File: config.mk
export PLATFORM = sky130hd
export DESIGN_NAME = dmem_dma_arbiter_flat
export DESIGN_NICKNAME = d
export VERILOG_FILES = /design/src/rtl/dmem_dma_arbiter_pkg.sv /design/src/rtl/dmem_dma_arbiter_if.sv /design/src/rtl/dmem_dma_arbiter_out_buffer.sv /design/src/rtl/dmem_dma_arbiter.sv /design/src/flat_wrapper.sv
export SDC_FILE = /design/constraint.sdc
export NUM_CORES = 1
export LEC_CHECK = 0
export BUFFER_PORTS_ARGS = -buffer_cell sky130_fd_sc_hd__buf_4
export CAP_MARGIN = 0
export CORE_MARGIN = 3
export CORE_UTILIZATION = 43
export CTS_CLUSTER_DIAMETER = 120
export DETAILED_ROUTE_END_ITERATION = 8
export PLACE_DENSITY = 0.86
export SLEW_MARGIN = 20
export SYNTH_ARGS = -nofsm -noshare
export SYNTH_HDL_FRONTEND = slang
export SYNTH_SLANG_ARGS = --single-unit
File: constraint.sdc
create_clock -name clk -period 2.18 [get_ports clk]
set_input_delay 0.436 -clock clk [delete_from_list [all_inputs] [get_ports clk]]
set_output_delay 0.436 -clock clk [all_outputs]
set_load 0.02 [all_outputs]
File: src/rtl/dmem_dma_arbiter_pkg.sv
`default_nettype none
// ============================================================================
// Module      : dmem_dma_arbiter_pkg
// Description : Shared types and constants for the data-memory / DMA arbiter.
// Revision    : 1.0 - initial release
// ============================================================================
package dmem_dma_arbiter_pkg;

  // Data memory returns read data this many cycles after the re cycle.
  localparam int MEM_LAT = 1;

  // DMA transfer sequencing states.
  typedef enum logic [1:0] {
    ST_IDLE  = 2'd0,
    ST_RUN   = 2'd1,
    ST_DRAIN = 2'd2,
    ST_DONE  = 2'd3
  } dma_state_e;

endpackage
`default_nettype wire

File: src/rtl/dmem_dma_arbiter_if.sv
`default_nettype none
// ============================================================================
// Module      : dmem_dma_arbiter_if
// Description : CPU, DMA control/stream and data-memory signals of the
//               arbiter. slave = arbiter side, master = surrounding system.
// Revision    : 1.0 - initial release
// ============================================================================
interface dmem_dma_arbiter_if #(
  parameter int LEN_W = 8
);
  // CPU memory stage
  logic             cpu_re;
  logic             cpu_we;
  logic [31:0]      cpu_addr;
  logic [31:0]      cpu_wdata;
  logic [31:0]      cpu_rdata;
  logic             cpu_stall;
  // DMA control
  logic             dma_start;
  logic [31:0]      dma_src;
  logic [LEN_W-1:0] dma_len;
  logic             dma_busy;
  logic             dma_done;
  // DMA output stream
  logic             dma_out_valid;
  logic [31:0]      dma_out_data;
  logic [LEN_W-1:0] dma_out_index;
  logic             dma_out_ready;
  // Data memory
  logic [31:0]      mem_addr;
  logic             mem_re;
  logic             mem_we;
  logic [31:0]      mem_wdata;
  logic [31:0]      mem_rdata;

  modport slave (
    input  cpu_re, cpu_we, cpu_addr, cpu_wdata,
    input  dma_start, dma_src, dma_len, dma_out_ready, mem_rdata,
    output cpu_rdata, cpu_stall, dma_busy, dma_done,
    output dma_out_valid, dma_out_data, dma_out_index,
    output mem_addr, mem_re, mem_we, mem_wdata
  );

  modport master (
    output cpu_re, cpu_we, cpu_addr, cpu_wdata,
    output dma_start, dma_src, dma_len, dma_out_ready, mem_rdata,
    input  cpu_rdata, cpu_stall, dma_busy, dma_done,
    input  dma_out_valid, dma_out_data, dma_out_index,
    input  mem_addr, mem_re, mem_we, mem_wdata
  );

endinterface
`default_nettype wire

File: src/rtl/dmem_dma_arbiter_out_buffer.sv
`default_nettype none
// ============================================================================
// Module      : dmem_dma_arbiter_out_buffer
// Description : Single-entry valid/ready holding register for DMA output
//               words and their transfer index.
// Revision    : 1.0 - initial release
// ============================================================================
module dmem_dma_arbiter_out_buffer #(
  parameter int LEN_W = 8
) (
  input  logic             clk,
  input  logic             rst,        // asynchronous, active-low
  input  logic             load,       // returning memory word this cycle
  input  logic [31:0]      load_data,
  input  logic [LEN_W-1:0] load_idx,
  input  logic             ready,
  output logic             valid,
  output logic [31:0]      data,
  output logic [LEN_W-1:0] idx
);

  logic             r_valid;
  logic [31:0]      r_data;
  logic [LEN_W-1:0] r_idx;

  // Capture returning word; a load wins over a same-cycle drain because the
  // issue rule only lets a refill land when the old word is leaving.
  always_ff @(posedge clk or negedge rst) begin
    if (!rst) begin
      r_valid <= 1'b0;
      r_data  <= '0;
      r_idx   <= '0;
    end else if (load) begin
      r_valid <= 1'b1;
      r_data  <= load_data;
      r_idx   <= load_idx;
    end else if (r_valid && ready) begin
      r_valid <= 1'b0;
    end
  end

  assign valid = r_valid;
  assign data  = r_data;
  assign idx   = r_idx;

endmodule
`default_nettype wire

File: src/rtl/dmem_dma_arbiter.sv
`default_nettype none
// ============================================================================
// Module      : dmem_dma_arbiter
// Description : Shares the single-port data memory between the CPU memory
//               stage (priority) and a block-read DMA engine. A starvation
//               counter forces a DMA slot after MAX_WAIT lost cycles.
// Revision    : 1.0 - initial release
// ============================================================================
module dmem_dma_arbiter
  import dmem_dma_arbiter_pkg::*;
#(
  parameter int          LEN_W     = 8,
  parameter int unsigned ADDR_STEP = 1,
  parameter int unsigned MAX_WAIT  = 4
) (
  input  logic              clk,
  input  logic              rst,   // asynchronous, active-low
  dmem_dma_arbiter_if.slave bus
);

  localparam int WAIT_W = $clog2(MAX_WAIT + 1);

  dma_state_e       r_state;
  dma_state_e       w_state_nxt;
  logic [31:0]      r_addr;
  logic [LEN_W-1:0] r_remaining;
  logic [LEN_W-1:0] r_issue_idx;
  logic [LEN_W-1:0] r_tag;
  logic             r_inflight;
  logic [WAIT_W-1:0] r_wait_cnt;

  logic w_cpu_req;
  logic w_accept;
  logic w_dma_want;
  logic w_dma_win;
  logic w_busy;
  logic w_done;
  logic w_hold_valid;

  assign w_cpu_req = bus.cpu_re | bus.cpu_we;

  // State register.
  always_ff @(posedge clk or negedge rst) begin
    if (!rst) r_state <= ST_IDLE;
    else      r_state <= w_state_nxt;
  end

  // Next state, DMA slot request and arbitration decision.
  always_comb begin
    w_state_nxt = r_state;
    w_accept    = 1'b0;
    w_dma_want  = 1'b0;
    w_dma_win   = 1'b0;
    w_busy      = 1'b0;
    w_done      = 1'b0;
    unique case (r_state)
      ST_IDLE: begin
        if (bus.dma_start) begin
          w_accept    = 1'b1;
          w_state_nxt = (bus.dma_len != '0) ? ST_RUN : ST_DONE;
        end
      end
      ST_RUN: begin
        w_busy     = 1'b1;
        // One read in flight at a time, and only when the buffer slot will
        // be free by the time the word returns.
        w_dma_want = !r_inflight && (!w_hold_valid || bus.dma_out_ready);
        w_dma_win  = w_dma_want &&
                     (!w_cpu_req || (r_wait_cnt == WAIT_W'(MAX_WAIT)));
        if (w_dma_win && (r_remaining == LEN_W'(1))) w_state_nxt = ST_DRAIN;
      end
      ST_DRAIN: begin
        w_busy = 1'b1;
        if (!r_inflight && !w_hold_valid) w_state_nxt = ST_DONE;
      end
      ST_DONE: begin
        w_busy      = 1'b1;
        w_done      = 1'b1;
        w_state_nxt = ST_IDLE;
      end
      default: w_state_nxt = ST_IDLE;
    endcase
  end

  // Memory port mux: DMA owns the port only on a won slot.
  always_comb begin
    bus.mem_addr  = bus.cpu_addr;
    bus.mem_re    = bus.cpu_re;
    bus.mem_we    = bus.cpu_we;
    bus.cpu_stall = 1'b0;
    if (w_dma_win) begin
      bus.mem_addr  = r_addr;
      bus.mem_re    = 1'b1;
      bus.mem_we    = 1'b0;
      bus.cpu_stall = w_cpu_req;
    end
  end

  // DMA address/count/tag bookkeeping and starvation counter.
  always_ff @(posedge clk or negedge rst) begin
    if (!rst) begin
      r_addr      <= '0;
      r_remaining <= '0;
      r_issue_idx <= '0;
      r_tag       <= '0;
      r_inflight  <= 1'b0;
      r_wait_cnt  <= '0;
    end else begin
      if (w_accept) begin
        r_addr      <= bus.dma_src;
        r_remaining <= bus.dma_len;
        r_issue_idx <= '0;
      end
      if (w_dma_win) begin
        r_addr      <= r_addr + 32'(ADDR_STEP);
        r_remaining <= r_remaining - LEN_W'(1);
        r_tag       <= r_issue_idx;
        r_issue_idx <= r_issue_idx + LEN_W'(1);
      end
      // Read data returns exactly one cycle after the grant.
      r_inflight <= w_dma_win;
      if (w_dma_want && !w_dma_win) begin
        if (r_wait_cnt != WAIT_W'(MAX_WAIT)) r_wait_cnt <= r_wait_cnt + WAIT_W'(1);
      end else begin
        r_wait_cnt <= '0;
      end
    end
  end

  dmem_dma_arbiter_out_buffer #(
    .LEN_W (LEN_W)
  ) u_out_buffer (
    .clk       (clk),
    .rst       (rst),
    .load      (r_inflight),
    .load_data (bus.mem_rdata),
    .load_idx  (r_tag),
    .ready     (bus.dma_out_ready),
    .valid     (w_hold_valid),
    .data      (bus.dma_out_data),
    .idx       (bus.dma_out_index)
  );

  assign bus.dma_out_valid = w_hold_valid;
  assign bus.dma_busy      = w_busy;
  assign bus.dma_done      = w_done;
  assign bus.mem_wdata     = bus.cpu_wdata;
  assign bus.cpu_rdata     = bus.mem_rdata;

endmodule
`default_nettype wire

File: src/flat_wrapper.sv
// flat-port wrapper written by rule: the top's interface ports become plain ports
module dmem_dma_arbiter_flat import dmem_dma_arbiter_pkg::*;
#(
  parameter int          LEN_W     = 8,
  parameter int unsigned ADDR_STEP = 1,
  parameter int unsigned MAX_WAIT  = 4
)
  (clk, rst, bus_cpu_re, bus_cpu_we, bus_cpu_addr, bus_cpu_wdata, bus_dma_start, bus_dma_src, bus_dma_len, bus_dma_out_ready, bus_mem_rdata, bus_cpu_rdata, bus_cpu_stall, bus_dma_busy, bus_dma_done, bus_dma_out_valid, bus_dma_out_data, bus_dma_out_index, bus_mem_addr, bus_mem_re, bus_mem_we, bus_mem_wdata);
  dmem_dma_arbiter_if #(.LEN_W(LEN_W)) bus_i ();
  input  logic clk;
  input  logic rst;
  input wire logic [$bits(bus_i.cpu_re)-1:0] bus_cpu_re;
  input wire logic [$bits(bus_i.cpu_we)-1:0] bus_cpu_we;
  input wire logic [$bits(bus_i.cpu_addr)-1:0] bus_cpu_addr;
  input wire logic [$bits(bus_i.cpu_wdata)-1:0] bus_cpu_wdata;
  input wire logic [$bits(bus_i.dma_start)-1:0] bus_dma_start;
  input wire logic [$bits(bus_i.dma_src)-1:0] bus_dma_src;
  input wire logic [$bits(bus_i.dma_len)-1:0] bus_dma_len;
  input wire logic [$bits(bus_i.dma_out_ready)-1:0] bus_dma_out_ready;
  input wire logic [$bits(bus_i.mem_rdata)-1:0] bus_mem_rdata;
  output wire logic [$bits(bus_i.cpu_rdata)-1:0] bus_cpu_rdata;
  output wire logic [$bits(bus_i.cpu_stall)-1:0] bus_cpu_stall;
  output wire logic [$bits(bus_i.dma_busy)-1:0] bus_dma_busy;
  output wire logic [$bits(bus_i.dma_done)-1:0] bus_dma_done;
  output wire logic [$bits(bus_i.dma_out_valid)-1:0] bus_dma_out_valid;
  output wire logic [$bits(bus_i.dma_out_data)-1:0] bus_dma_out_data;
  output wire logic [$bits(bus_i.dma_out_index)-1:0] bus_dma_out_index;
  output wire logic [$bits(bus_i.mem_addr)-1:0] bus_mem_addr;
  output wire logic [$bits(bus_i.mem_re)-1:0] bus_mem_re;
  output wire logic [$bits(bus_i.mem_we)-1:0] bus_mem_we;
  output wire logic [$bits(bus_i.mem_wdata)-1:0] bus_mem_wdata;
  assign bus_i.cpu_re = bus_cpu_re;
  assign bus_i.cpu_we = bus_cpu_we;
  assign bus_i.cpu_addr = bus_cpu_addr;
  assign bus_i.cpu_wdata = bus_cpu_wdata;
  assign bus_i.dma_start = bus_dma_start;
  assign bus_i.dma_src = bus_dma_src;
  assign bus_i.dma_len = bus_dma_len;
  assign bus_i.dma_out_ready = bus_dma_out_ready;
  assign bus_i.mem_rdata = bus_mem_rdata;
  assign bus_cpu_rdata = bus_i.cpu_rdata;
  assign bus_cpu_stall = bus_i.cpu_stall;
  assign bus_dma_busy = bus_i.dma_busy;
  assign bus_dma_done = bus_i.dma_done;
  assign bus_dma_out_valid = bus_i.dma_out_valid;
  assign bus_dma_out_data = bus_i.dma_out_data;
  assign bus_dma_out_index = bus_i.dma_out_index;
  assign bus_mem_addr = bus_i.mem_addr;
  assign bus_mem_re = bus_i.mem_re;
  assign bus_mem_we = bus_i.mem_we;
  assign bus_mem_wdata = bus_i.mem_wdata;
  dmem_dma_arbiter #(.LEN_W(LEN_W), .ADDR_STEP(ADDR_STEP), .MAX_WAIT(MAX_WAIT)) u_core (.clk(clk), .rst(rst), .bus(bus_i));
endmodule
==> reports/metrics.cfg, run 1 <==
[outcome]
status = finished, violations left
violations = setup timing

[timing]
fin_hold_ws_ns = 0.288
hold_viol_final = 0
setup_viol = 35
grt_setup_unrepaired = true
post-route-min-period_ns = 2.46
drv_slew = 0
setup_slack_ns = -0.282
finClkSkew_ns = 0.0102
worstMarginPinSlew_ns = 0.552
finalSetupTns_ns = -8.61
fmax_mhz = 406
finalCritPeriodShare = 1.13
max_slew_margin = 0.632

[drt]
antenna_left = 0
wl_per_cell_microns = 17.7
drtPass1Iterations = 5
vias = 5646
routed_wl_microns = 18000
drtIter0Drc = 614
drc = 0
via_per_inst = 5.55

[die]
core_sq_um = 13400
dieArea_sq_um = 15300
die_y_microns = 124
start_util = 0.444
ios = 284
num_rows = 42
die_w_microns = 124

[critical_path]
crit_type = reg -> out
crit_arrival_ns = 2.03
startpoint_type = flip-flop
cp_max_fo = 7
worst_r2r_path_depth = 10
critical_path.endpoint_type = output port
required_ns = 1.74

[clocking]
cts_sinks = 103
cts_root_buf = clkbuf_16
clk_latency_ns = 0.36
cts_buffers = 9
clkTransAtPathRegs_ns = 0.08
cts_tree = built
htreeDepth = 3
cts_buffer_depth = 2

[yosys]
syn_area_sq_um = 5950
synth_edf_count = 0
synth_top_area_frac = 0.433
synth_top_area_cell = dfrtp_1
syn_nets = 804
synthArstFlopShare = 1.00
ys_warn_count = 0
yosysSeqAreaShare = 0.433
syn_avg_cell_area_sq_um = 9.14
ys_top_cells_by_area = dfrtp_1, nand2_1, buf_4
synth.distinct_cells = 63
synth_ff_type = dfrtp_1
ys_ff_latch = 103
synthCells = 651

[power_and_ir_drop]
max-vdd-ir-drop_mv = 0.777
p_leak_uw = 0.00420
powerDensity_nw_per_um2 = 1160

[global_routing]
grt.busiest_layer = met2
grt_use_met2 = 0.384
gr-usage-met3 = 0.0590
track_usage = 0.226
grt_use_met1 = 0.278
grt_pass1_wl_microns = 27100
antenna_found_initial = 0
grt_max_degree = 44
grt_pass1_vias = 5534
overflow = 0

[place]
place_ws_ns = -0.0546
place_hpwl_microns = 12000
place_congestion = 0.821
dp_cells = 984
port_buffers = 219
place_area_sq_um = 7620

[finish]
layout.cells.most_common = buf_4
nNetsFinal = 989
final_cells = 1018
final_layout_size_suffix_gt1_frac = 0.512
final_cell_mix = buf_4, dfrtp_1, nand2_1
area_growth_pct = 44.6
final_area_sq_um = 8610

[run]
cap_violations = 0

[hold_path]
worstHoldPathType = in -> reg
min_path_cells = 2

[through the flow]
step                utilization  total power [uW]
floorplan                     -              6070
global placement          0.568              7520
detailed placement        0.568              7680
CTS                       0.626              9750
global route              0.642             10600
finish                    0.642             10000
[critical path: stages, from the launching register on]
cell       delay, ns
dfrtp_1         0.40
inv_2           0.07
ha_4            0.13
a2bb2oi_2       0.06
or3_4           0.47
clkinv_8        0.12
clkbuf_16       0.17
nand2_4         0.05
nand2_2         0.08
buf_6           0.11
[logic make-up (layout without fill, tap and decap cells)]
kind of cell    after synthesis  after routing  synth area share
flops                       103            103             0.433
buf+inv                     111            300             0.118
fa+ha+maj                    11             11            0.0231
compound gates              103            103             0.120
mux                          48             48            0.0892
other cells                   0              1                 0
simple gates                275            276             0.217
[flip-flops by register name (all words and copies together), names as in the netlist]
name and cells:
u_core.r_remaining 8, u_core.r_wait_cnt 3, u_core.u_out_buffer.valid 1, u_core.r_state 2, u_core.u_out_buffer.data 32, u_core.r_inflight 1, u_core.u_out_buffer.idx 8, u_core.r_tag 8
u_core.r_issue_idx 8, u_core.r_addr 32
[layer usage]
layer  wire length, microns  share of wire  vias up
met5                      0              0        -
met4                    484          0.027        0
met3                   1570          0.087       59
met2                   9160           0.51      333
met1                   6830           0.38     2675
li1                       -              -     2579
[cells in the mapped netlist, types with 5 or more instances]
master	number
nand4_1	11
inv_1	13
ha_1	11
dfrtp_1	103
a211oi_1	7
mux2_2	40
buf_2	13
o221a_2	5
and3_1	5
and2_1	5
nor3_1	17
nand2b_1	5
nor2_1	36
mux2i_1	8
o21ai_0	29
buf_4	65
nand3_1	21
nand2_1	151
clkbuf_1	11
a21oi_1	19
[area by class of cell]
type | count | area, sq um
multi-input cells | 438 | 3110
clock buffers | 9 | 225
clock inverters | 7 | 86.3
repair buffers | 270 | 2320
inverters | 14 | 65.1
fillers | 1095 | 4790
diodes | 1 | 2.50
well taps | 176 | 220
flip-flops and latches | 103 | 2580
[final timing paths]
kind                                                  startpoint                                       end  slack, ns
worst max-delay path            u_core.r_wait_cnt[1]$_DFFE_PN0P_                          bus_mem_addr[25]      -0.28
worst min-delay path                              bus_dma_len[4]         u_core.r_remaining[4]$_DFFE_PN0P_       0.29
worst max register to register  u_core.r_wait_cnt[1]$_DFFE_PN0P_         u_core.r_issue_idx[4]$_DFFE_PN0P_       0.01
worst min register to register       u_core.r_tag[3]$_DFFE_PN0P_               u_core.r_tag[3]$_DFFE_PN0P_       0.48
max in group asynchronous                                    rst  u_core.u_out_buffer.data[16]$_DFFE_PN0P_       1.08
min in group asynchronous                                    rst   u_core.u_out_buffer.data[0]$_DFFE_PN0P_       0.49
[where the power goes]
group	leakage, uW	switching, uW	total (uW)	internal, uW
Clock	0.000151	840	1660	824
Combinational	0.00278	2610	4870	2260
Sequential	0.00126	809	3460	2660
Total	0.00420	4260	10000	5740
[timing repair]
item                       4_1_cts  5_1_grt
pin swaps                       28       28
gates resized for setup         77       60
hold endpoints to repair        17        0
hold buffers                     1        0
buffers inserted                 7        4
gates cloned                     4        3
setup endpoints to repair       38       70
No activity file was read; power rests on OpenSTA's default activity.
==> run 2, diff against run 1 <==
BUFFER_PORTS_ARGS = unset   (was -buffer_cell sky130_fd_sc_hd__buf_4)
CORE_AREA = 3 3 109 111   (was unset)
CORE_MARGIN = unset   (was 3)
CORE_UTILIZATION = unset   (was 43)
DIE_AREA = 0 0 112 114   (was unset)
DONT_BUFFER_PORTS = 1   (was unset)
MAX_ROUTING_LAYER = met4   (was unset)
PLACE_DENSITY = 0.79   (was 0.86)
TNS_END_PERCENT = 50   (was unset)
==> run 2 against run 1 <==
Net effect: the run ends with hold timing, setup timing left; via count decreased by 16%; critical path depth is 1 lower; worst setup slack improved by 0.050 ns; clock power is 34% lower; sequential share of layout area rose by 8.6 points; flip-flop and latch count is the same; count of clock-buffer cells in the layout rose by 2; largest cell class unchanged.
==> reports/metrics.cfg, run 2 (synthesized netlist as in run 1, its figures left out) <==
[clocking]
clk_latency_ns = 0.37
cts_tree = built
cts_buffer_depth = 2
htreeDepth = 3
cts_buffers = 9
clkTransAtPathRegs_ns = 0.10
cts_sinks = 103
cts_root_buf = clkbuf_8

[power_and_ir_drop]
p_leak_uw = 0.00302
max-vdd-ir-drop_mv = 0.627
p_int_uw = 4620
sw_frac_of_total = 0.449
clockPowerShare = 0.131
seqPwrFrac = 0.460
combPwrFrac = 0.409
powerDensity_nw_per_um2 = 1250
p_sw_uw = 3770

[place]
dp_cells = 725
place_area_sq_um = 5900
place_congestion = 0.898
place_hpwl_microns = 10200
port_buffers = 0

[timing]
fmax_mhz = 415
finalCritPeriodShare = 1.11
setup_viol = 35
finClkSkew_ns = 0.00875
max_slew_margin = 0.629
worstMarginPinSlew_ns = 0.556
drv_slew = 0
setup_slack_ns = -0.232
fin_hold_ws_ns = -0.241
hold_viol_final = 103
post-route-min-period_ns = 2.41
grt_setup_unrepaired = true

[die]
start_util = 0.546
dieArea_sq_um = 12800
die_y_microns = 114
die_w_microns = 112
ios = 284
num_rows = 38
core_sq_um = 10900

[critical_path]
critical_path.endpoint_type = output port
startpoint_type = flip-flop
crit_type = reg -> out
cp_max_fo = 7
required_ns = 1.74
crit_arrival_ns = 1.98

[finish]
nNetsFinal = 767
fin_util = 0.614
multi_input_area_sq_um = 3130
layout.cells.most_common = dfrtp_1
final_cell_mix = dfrtp_1, nand2_1, mux2_2
area_growth_pct = 12.4
final_area_sq_um = 6690
nFillCells = 885
diodes = 0
final_layout_size_suffix_gt1_frac = 0.321
final-seq-area_sq_um = 2580
final_cells = 759

[global_routing]
grt_max_degree = 104
grt_pass1_wl_microns = 23600
antenna_found_initial = 0
track_usage = 0.236
overflow = 0
grt_pass1_vias = 4553

[drt]
via_per_inst = 6.25
routed_wl_microns = 15500
drtPass1Iterations = 7
wl_per_cell_microns = 20.4
antenna_left = 0
drc = 0
vias = 4744
drtIter0Drc = 448

[run]
cap_violations = 0

[hold_path]
worstHoldPathType = in -> async

[outcome]
violations = hold timing, setup timing
status = finished, violations left

-- run 2: per-stage QoR --
| step | total power (uW) | TNS (ns) | hold slack (ns) | setup slack, ns |
|---|---|---|---|---|
| floorplan | 6060 | -0.312 | 0.140 | -0.0183 |
| global placement | 6570 | 0 | 0.143 | 0.0794 |
| detailed placement | 6710 | 0 | 0.143 | 0.0298 |
| CTS | 8100 | -6.56 | -0.269 | -0.230 |
| global route | 8920 | -10.55 | -0.273 | -0.333 |
| finish | 8380 | -7.10 | -0.241 | -0.232 |
-- run 2: per-layer routing --
layer	vias to the layer above	share of wire	track usage
met5	-	0	-
met4	0	0.019	0.0946
met3	30	0.083	0.0483
met2	271	0.51	0.381
met1	2317	0.39	0.293
li1	2126	-	-
-- run 2: worst paths after layout --
path                                                    start                                       end  slack [ns]  cells past startpoint
worst min register to register    u_core.r_tag[6]$_DFFE_PN0P_               u_core.r_tag[6]$_DFFE_PN0P_        0.48                      2
max in group asynchronous                                 rst  u_core.u_out_buffer.data[12]$_DFFE_PN0P_        2.18                      0
min in group clk                               bus_dma_len[4]         u_core.r_remaining[4]$_DFFE_PN0P_        0.19                      1
worst max-delay path            u_core.r_state[1]$_DFFE_PN0P_                          bus_mem_addr[22]       -0.23                      8
worst min-delay path                                      rst    u_core.u_out_buffer.idx[3]$_DFFE_PN0P_       -0.24                      0
worst max register to register  u_core.r_state[1]$_DFFE_PN0P_             u_core.r_addr[30]$_DFFE_PN0P_        0.01                      9
-- run 2: repair_timing --
item                                    in CTS  in global routing
cloned                                       3                  2
setup buffers                                9                  4
resized for setup                           47                 55
endpoints found under the setup margin      35                 47
pin swaps                                   11                 12
hold endpoints to repair                   103                103
-- run 2: power by group through the flow --
stage | Combinational (uW) | Sequential [uW] | Clock [uW]
after global placement | 2800 | 3770 | 0
after floorplan | 2450 | 3610 | 0
after detailed placement | 2900 | 3810 | 0
after global routing | 3760 | 3960 | 1200
after CTS | 3190 | 3790 | 1130
final | 3430 | 3860 | 1100
-- run 2: final cells by class --
cell class,count,area share
multi-input cells,437,0.469
repair buffers,49,0.0850
flip-flops and latches,103,0.386
clock buffers,11,0.0197
inverters,14,0.00973
well taps,140,0.0262
clock inverters,5,0.00505
-- run 2: critical path, stage by stage (launching register included) --
cell	delay [ns]
dfrtp_1	0.41
inv_2	0.08
ha_4	0.14
nand2b_4	0.05
or3_4	0.47
clkinv_8	0.12
clkbuf_16	0.17
nand2_4	0.06
nand2_4	0.11
==> run 3, diff against run 2 <==
==> constraint.sdc (replaced) <==
create_clock -name clk -period 2.18 [get_ports clk]
set_input_delay 0.218 -clock clk [delete_from_list [all_inputs] [get_ports clk]]
set_output_delay 0.218 -clock clk [all_outputs]
set_load 0.02 [all_outputs]
==> run 3 against run 2 <==
Net effect: the flow still finishes with violations (hold timing, setup timing); utilization increased by 5.1 points; sequential power is essentially flat; die area unchanged; critical path type unchanged.
==> reports/metrics.cfg, run 3 (synthesized netlist as in run 1, its figures left out) <==
[clocking]
htreeDepth = 3
clkTransAtPathRegs_ns = 0.11
cts_sinks = 103
cts_buffer_depth = 2
cts_buffers = 9
cts_tree = built
cts_root_buf = clkbuf_8
clk_latency_ns = 0.38
postCtsHoldBufs = 46

[finish]
layout.cells.most_common = dfrtp_1
final_layout_size_suffix_gt1_frac = 0.306
nNetsFinal = 822
final-seq-area_sq_um = 2580
final_cell_mix = dfrtp_1, nand2_1, dlygate4sd3_1
multi_input_area_sq_um = 3060
final_area_sq_um = 7240
diodes = 0
fin_util = 0.665
nFillCells = 826
area_growth_pct = 21.7

[place]
place_area_sq_um = 5730
place_congestion = 0.850
place_hpwl_microns = 9810
port_buffers = 0

[drt]
wl_per_cell_microns = 20.9
drtIter0Drc = 459
routed_wl_microns = 17000
drtPass1Iterations = 6
drc = 0
vias = 5004
antenna_left = 0
via_per_inst = 6.15

[power_and_ir_drop]
powerDensity_nw_per_um2 = 1210
p_leak_uw = 0.00325
totalPowerFinal_uw = 8750
max-vdd-ir-drop_mv = 0.741

[run]
cap_violations = 0

[die]
dieArea_sq_um = 12800
die_w_microns = 112
ios = 284
die_y_microns = 114
num_rows = 38
start_util = 0.546
core_sq_um = 10900

[global_routing]
grt_max_degree = 104
grt_pass1_vias = 5032
overflow = 0
track_usage = 0.255
grt_pass1_wl_microns = 25300
antenna_found_initial = 0

[critical_path]
rr_startpoint = u_core.r_state[1]$_DFFE_PN0P_
critical_path.endpoint_type = output port
cp_max_fo = 20
r2r_end = u_core.r_addr[7]$_DFFE_PN0P_
required_ns = 1.96
regToRegSetupSlack_ns = -0.04
startpoint_type = flip-flop
worst_r2r_path_depth = 12
crit_type = reg -> out
crit_arrival_ns = 2.10

[timing]
grt_setup_unrepaired = true
hold_viol_final = 103
setup_viol = 41
finClkSkew_ns = 0.0122
finalCritPeriodShare = 1.06
fin_hold_ws_ns = -0.487
worstMarginPinSlew_ns = 0.622
post-route-min-period_ns = 2.32
drv_slew = 0
fmax_mhz = 431
max_slew_margin = 0.581
setup_slack_ns = -0.141

[outcome]
violations = hold timing, setup timing
status = finished, violations left

[hold_path]
worstHoldPathType = in -> async

[run 3: changes by cell type in the layout (fill, tap and decap cells not counted), sizes merged]
| cell | previous run | this run |
|---|---|---|
| buf | 46 | 56 |
| bufinv | 0 | 1 |
| clkbuf | 13 | 11 |
| clkinv | 3 | 2 |
| clkinvlp | 2 | 0 |
| dlygate4sd3 | 0 | 46 |
| inv | 14 | 17 |
[run 3: power by group]
part | leakage, uW | internal, uW | total, uW | switching (uW)
clock network | 0.000114 | 595 | 1340 | 750
registers | 0.00126 | 2650 | 3830 | 1180
logic | 0.00188 | 1630 | 3570 | 1940
[run 3: worst max-delay path: stages (launching register included)]
cell and delay [ns]:
dfrtp_1 0.41, inv_2 0.08, ha_4 0.14, nand2b_4 0.05
or3_4 0.49, inv_6 0.11, buf_12 0.16, nand2_1 0.14
nand2_4 0.14
[run 3: what timing repair did]
action | CTS | global route
endpoints found under the setup margin | 54 | 72
hold endpoints to repair | 149 | 103
pin swaps | 19 | 15
cloned | 6 | 1
buffers inserted | 11 | 14
gates resized for setup | 96 | 38
[run 3: layer usage]
layer / GRT usage / vias to the layer above / share of wire
li1: - / 2246 / -
met1: 0.299 / 2408 / 0.37
met2: 0.423 / 270 / 0.51
met3: 0.0552 / 80 / 0.073
met4: 0.115 / 0 / 0.046
met5: - / - / 0
[run 3: worst max path at each step]
| stage | start | endpoint | slack, ns | cells past startpoint |
|---|---|---|---|---|
| 6_report | u_core.r_state[1]$_DFFE_PN0P_ | bus_mem_addr[13] | -0.14 | 8 |
| 5_1_grt | u_core.r_state[0]$_DFFE_PN0P_ | bus_mem_addr[13] | -0.23 | 7 |
| 4_1_cts | u_core.r_state[1]$_DFFE_PN0P_ | bus_mem_addr[4] | -0.12 | 9 |
| 3_5_place_dp | u_core.u_out_buffer.valid$_DFFE_PN0P_ | u_core.r_addr[15]$_DFFE_PN0P_ | -0.12 | 6 |
| 3_3_place_gp | u_core.u_out_buffer.valid$_DFFE_PN0P_ | u_core.r_addr[6]$_DFFE_PN0P_ | 0.03 | 6 |
| 2_1_floorplan | u_core.r_state[1]$_DFFE_PN0P_ | bus_mem_addr[23] | -0.11 | 8 |
[run 3: per-stage QoR]
step / TNS (ns) / setup slack [ns] / cells
5_1_grt: -6.13 / -0.230 / 814
3_5_place_dp: -0.770 / -0.116 / 721
3_3_place_gp: 0 / 0.0310 / 721
2_1_floorplan: -0.331 / -0.110 / 651
4_1_cts: -2.73 / -0.117 / 800
6_report: -2.74 / -0.141 / 814
[run 3: area by class of cell]
cell class	instances	area share
Tap cell	140	0.0242
Clock inverter	6	0.0119
Multi-Input combinational cell	437	0.422
Timing Repair Buffer	104	0.159
Inverter	14	0.00795
Clock buffer	10	0.0190
Sequential cell	103	0.356
